--- src/rtl/dff_rr_write_arbiter_if.sv ---
// Bundle between N write requesters and the shared-register arbiter.
// The master side is the requester population; the slave side is the arbiter.
interface dff_rr_write_arbiter_if #(
  parameter int unsigned N = 4,
  parameter int unsigned W = 8
);
  localparam int unsigned IW = $clog2(N);

  logic [N-1:0]   req;
  logic [N*W-1:0] wdata;
  logic [N-1:0]   gnt;
  logic [N-1:0]   ack;
  logic [W-1:0]   q;
  logic [IW-1:0]  owner;
  logic           busy;

  modport master (
    output req, wdata,
    input  gnt, ack, q, owner, busy
  );

  modport slave (
    input  req, wdata,
    output gnt, ack, q, owner, busy
  );
endinterface

--- src/rtl/dff_rr_write_arbiter.sv ---
// Round-robin arbiter sharing one W-bit register between N requesters using a
// registered grant -> commit/ack sequence. All outputs come straight from flops.
module dff_rr_write_arbiter #(
  parameter int unsigned N = 4,
  parameter int unsigned W = 8,
  localparam int unsigned IW = $clog2(N)
) (
  input logic                   clk,
  input logic                   reset_n,
  dff_rr_write_arbiter_if.slave bus_io
);

  typedef enum logic [1:0] {StIdle, StGrant, StAck} state_e;

  state_e        state_q, state_d;
  logic [IW-1:0] ptr_q, ptr_d;
  logic [IW-1:0] owner_q, owner_d;
  logic [N-1:0]  gnt_q, gnt_d;
  logic [N-1:0]  ack_q, ack_d;
  logic [W-1:0]  q_q, q_d;

  logic [IW-1:0] win_idx;
  logic          win_found;
  logic [W-1:0]  own_wdata;
  logic          own_req;
  logic [IW-1:0] owner_inc;

  // First requester at or after the pointer, wrapping around.
  always_comb begin
    int unsigned cand;
    cand      = 0;
    win_idx   = '0;
    win_found = 1'b0;
    for (int unsigned k = 0; k < N; k++) begin
      cand = (int'(ptr_q) + k) % N;
      if (!win_found && bus_io.req[cand]) begin
        win_found = 1'b1;
        win_idx   = IW'(cand);
      end
    end
  end

  always_comb begin
    own_wdata = '0;
    own_req   = 1'b0;
    for (int unsigned i = 0; i < N; i++) begin
      if (owner_q == IW'(i)) begin
        own_wdata = bus_io.wdata[i*W +: W];
        own_req   = bus_io.req[i];
      end
    end
  end

  assign owner_inc = (owner_q == IW'(N - 1)) ? '0 : owner_q + 1'b1;

  always_comb begin
    state_d = state_q;
    ptr_d   = ptr_q;
    owner_d = owner_q;
    q_d     = q_q;
    gnt_d   = '0;
    ack_d   = '0;
    unique case (state_q)
      StIdle: begin
        if (win_found) begin
          state_d = StGrant;
          gnt_d   = N'(1) << win_idx;
          owner_d = win_idx;
        end
      end
      StGrant: begin
        // Pointer advances past the owner whether it commits or withdraws.
        ptr_d = owner_inc;
        if (own_req) begin
          q_d     = own_wdata;
          ack_d   = gnt_q;
          state_d = StAck;
        end else begin
          state_d = StIdle;
        end
      end
      StAck: begin
        state_d = StIdle;
      end
      default: begin
        state_d = StIdle;
      end
    endcase
  end

  always_ff @(posedge clk or negedge reset_n) begin
    if (!reset_n) begin
      state_q <= StIdle;
      ptr_q   <= '0;
      owner_q <= '0;
      gnt_q   <= '0;
      ack_q   <= '0;
      q_q     <= '0;
    end else begin
      state_q <= state_d;
      ptr_q   <= ptr_d;
      owner_q <= owner_d;
      gnt_q   <= gnt_d;
      ack_q   <= ack_d;
      q_q     <= q_d;
    end
  end

  assign bus_io.gnt   = gnt_q;
  assign bus_io.ack   = ack_q;
  assign bus_io.q     = q_q;
  assign bus_io.owner = owner_q;
  assign bus_io.busy  = (state_q != StIdle);

endmodule

--- src/flat_wrapper.sv ---
// flat-port wrapper written by rule: the top's interface ports become plain ports
module dff_rr_write_arbiter_flat 
#(
  parameter int unsigned N = 4,
  parameter int unsigned W = 8,
  localparam int unsigned IW = $clog2(N)
)
  (clk, reset_n, bus_io_req, bus_io_wdata, bus_io_gnt, bus_io_ack, bus_io_q, bus_io_owner, bus_io_busy);
  dff_rr_write_arbiter_if #(.N(N), .W(W)) bus_io_i ();
  input logic clk;
  input logic reset_n;
  input wire logic [$bits(bus_io_i.req)-1:0] bus_io_req;
  input wire logic [$bits(bus_io_i.wdata)-1:0] bus_io_wdata;
  output wire logic [$bits(bus_io_i.gnt)-1:0] bus_io_gnt;
  output wire logic [$bits(bus_io_i.ack)-1:0] bus_io_ack;
  output wire logic [$bits(bus_io_i.q)-1:0] bus_io_q;
  output wire logic [$bits(bus_io_i.owner)-1:0] bus_io_owner;
  output wire logic [$bits(bus_io_i.busy)-1:0] bus_io_busy;
  assign bus_io_i.req = bus_io_req;
  assign bus_io_i.wdata = bus_io_wdata;
  assign bus_io_gnt = bus_io_i.gnt;
  assign bus_io_ack = bus_io_i.ack;
  assign bus_io_q = bus_io_i.q;
  assign bus_io_owner = bus_io_i.owner;
  assign bus_io_busy = bus_io_i.busy;
  dff_rr_write_arbiter #(.N(N), .W(W)) u_core (.clk(clk), .reset_n(reset_n), .bus_io(bus_io_i));
endmodule
--- config.mk ---
export PLATFORM = sky130hd
export DESIGN_NAME = dff_rr_write_arbiter_flat
export DESIGN_NICKNAME = d
export VERILOG_FILES = /design/src/rtl/dff_rr_write_arbiter_if.sv /design/src/rtl/dff_rr_write_arbiter.sv /design/src/flat_wrapper.sv
export SDC_FILE = /design/constraint.sdc
export NUM_CORES = 1
export LEC_CHECK = 0
export ABC_AREA = 1
export CORE_MARGIN = 2
export CORE_UTILIZATION = 40
export CTS_CLUSTER_DIAMETER = 40
export DETAILED_ROUTE_END_ITERATION = 8
export PLACE_DENSITY = 0.74
export SYNTH_ARGS = -nofsm -noshare
export SYNTH_HDL_FRONTEND = slang
export SYNTH_SLANG_ARGS = --single-unit
--- constraint.sdc ---
create_clock -name clk -period 2 [get_ports clk]
set_input_delay 0.2 -clock clk [delete_from_list [all_inputs] [get_ports clk]]
set_output_delay 0.2 -clock clk [all_outputs]
set_load 0.005 [all_outputs]
==> flow_summary.json <==
{
  "initial_antenna_violation_count": 0,
  "maxSlewViolCount": 0,
  "timing.hold.worst.class": "primary input to async pin",
  "clock_path_buffers": 2,
  "layout_cells_excl_fill": 324,
  "synth_common_cells": "91 x nand2_1, 26 x nor2_1, 22 x dfrtp_1, 14 x inv_1",
  "globalRoute.totalOverflow": 0,
  "synth_cell_types": 24,
  "crit_fanout": 9,
  "clock_insertion_delay_worst_skew_ns": 0.31,
  "cts_root_buffer": "clkbuf_4",
  "final_critical_period_ns": 1.82,
  "grt_pass1_wl_um": 5990,
  "netlist.area_leader.share_pct": 37.5,
  "critPathArrivalTime_ns": 2.04,
  "synth_most_common_cell": "nand2_1",
  "die_h_um": 64.5,
  "antennaDiodeCount": 0,
  "routed-via-count": 1502,
  "dpl.cell_count": 318,
  "post_synth_main_area_contributors": "dfrtp_1 38%, nand2_1 23%, nor2_1 6.7%",
  "max_cap_violations": 0,
  "io_pins": 57,
  "ff_latch_area_um2": 551,
  "cts_buffers": 3,
  "vias_per_cell": 4.64,
  "drcViolationCount": 0,
  "cts_hold_buf": 0,
  "layout-drive-gt1-share_pct": 10.4,
  "cell_row_count": 21,
  "initial_core_util_pct": 42.9,
  "routed_wl_um": 3610,
  "synth-seq-cells": 22,
  "grt_setup_unrepaired": "no",
  "syn_area_um2": 1470,
  "globalplace.congestion": 0.882,
  "layout_net_count": 321,
  "setup_viol": 0,
  "timing.setup.tns_ns": 0,
  "syn2layout_area_growth_pct": 47.1,
  "maximum_operating_frequency_mhz": 549,
  "detailedRoute.firstPassIterationCount": 4,
  "die_area_um2": 4170,
  "multi_input_area_um2": 805,
  "hold_violations": 0,
  "numClockSinks": 22,
  "routedWlPerCell_um": 11.2,
  "worstSetupEndpointType": "register",
  "final.period_utilization_pct": 91.1,
  "worst_pin_slew_ns": 0.378,
  "syn_inst": 216,
  "dp.final_hpwl_um": 2960,
  "syn_avg_cell_area_um2": 6.79,
  "global_route.usage.total_pct": 18.3,
  "grt_max_degree": 23,
  "port-buffer-count": 56,
  "slew_headroom_pct": 74.8,
  "nFillCells": 328,
  "synth-async-reset-ratio_pct": 100,
  "die_width_um": 64.5,
  "route.antenna.remaining_nets": 0,
  "p_total_mw": 3.06,
  "clock_skew_ns": 0.00461,
  "seq_area_frac_synth_pct": 37.5,
  "first_drt_iteration_drcs": 64,
  "syn-num-nets": 258,
  "critical_path_required_ns": 2.22,
  "ys.warnings.count": 0,
  "clock_tree_from_tritoncts": "yes",
  "number_of_buffers_added_for_setup_after_cts": 0,
  "core_region_area_um2": 3420,
  "synth_flop_cell": "dfrtp_1",
  "setup.worst_path.start_class": "register",
  "power.static_leakage_nw": 1.07,
  "via_count_of_the_first_global_routing_pass": 1313,
  "h-tree-depth": 1,
  "cts_resized": 0,
  "path_type_of_the_worst_setup_path": "register to register",
  "clk_pin_slew_worst_paths_ns": 0.12,
  "power_density_nw_per_um2": 1420,
  "synth_top_cell_by_area": "dfrtp_1",
  "status": "finished clean",
  "ir_worst_vdd_mv": 0.825,
  "synth_edf_count": 0
}
[power by group]
part           switching, mW  total (mW)  internal (mW)  leakage [nW]
Sequential             0.144       0.760          0.616         0.287
Combinational           1.10        1.96          0.865         0.758
Clock                  0.138       0.341          0.203        0.0279
[cell type report]
| class | instances | share of cell area, % |
|---|---|---|
| flip-flops and latches | 22 | 25.5 |
| multi-input cells | 169 | 37.3 |
| clock buffers | 3 | 1.04 |
| well taps | 46 | 2.67 |
| clock inverters | 1 | 1.39 |
| inverters | 19 | 3.31 |
| repair buffers | 64 | 28.8 |
[cells by family after synthesis]
kind of cell / share of synthesized area (%)
AOI/OAI and AO/OA: 10.1
adders and majority gates: 3.41
buffers and inverters: 7.59
DFF: 37.5
and+or+nand+nor: 41.4
[worst max-delay path: stages, from the launching register on]
cell,delay (ns)
dfrtp_1,0.44
inv_1,0.09
ha_1,0.30
nor2_8,0.20
a22oi_1,0.09
o21ai_1,0.13
nand3b_1,0.16
buf_4,0.22
nand2_1,0.06
nand2_1,0.05
[state kept, by name, summed over array words and instances, names as in the netlist]
name	cells
u_core.bus_io.q	8
u_core.bus_io.ack	4
u_core.bus_io.gnt	4
u_core.bus_io.owner	2
u_core.ptr_q	2
u_core.state_q	2
[through the flow]
stage | util (%) | hold WS (ns) | cell area [um^2] | setup WS (ns)
after global routing | 63.2 | 0.219 | 2160 | 0.0349
after floorplan | - | -0.0956 | 1470 | 0.350
after CTS | 62.7 | 0.220 | 2140 | 0.151
after detailed placement | 61.2 | 0.472 | 2090 | 0.164
after global placement | 61.2 | 0.477 | 2090 | 0.238
final | 63.2 | 0.216 | 2160 | 0.178
[path summary, 6_finish.rpt]
| path | start | end | slack, ns | cells after the start |
|---|---|---|---|---|
| setup / recovery | u_core.bus_io.owner[1]$_DFFE_PN0P_ | u_core.bus_io.q[2]$_DFFE_PN0P_ | 0.18 | 9 |
| hold / removal | reset_n | u_core.bus_io.gnt[2]$_DFF_PN0_ | 0.22 | 2 |
| setup reg to reg | u_core.bus_io.owner[1]$_DFFE_PN0P_ | u_core.bus_io.q[2]$_DFFE_PN0P_ | 0.18 | 9 |
| hold reg to reg | u_core.bus_io.gnt[1]$_DFF_PN0_ | u_core.bus_io.ack[1]$_DFF_PN0_ | 0.50 | 2 |
| max in group asynchronous | reset_n | u_core.bus_io.q[5]$_DFFE_PN0P_ | 1.57 | 2 |
| min in group clk | u_core.bus_io.gnt[1]$_DFF_PN0_ | u_core.bus_io.ack[1]$_DFF_PN0_ | 0.50 | 2 |
[per-layer routing]
| layer | GRT usage, % | share of wire, % | vias up |
|---|---|---|---|
| li1 | - | - | 798 |
| met1 | 27.6 | 50 | 662 |
| met2 | 27.7 | 45 | 42 |
| met3 | 2.60 | 5.1 | 0 |
| met4 | 3.99 | 0 | 0 |
| met5 | 0 | 0 | - |
[cell usage in the layout (no fill, tap or decap), drive strengths merged]
master           n
nand2          101
clkdlybuf4s50   56
nor2            28
dfrtp           22
inv             18
nand3           11
a21o             8
a31oi            8
buf              8
ha               4
o21ai            4
clkbuf           3
a21oi            2
clkinv           1
a22oi            1
nand3b           1
nand4            1
bufinv           1
(Power assumes the default switching activity.)
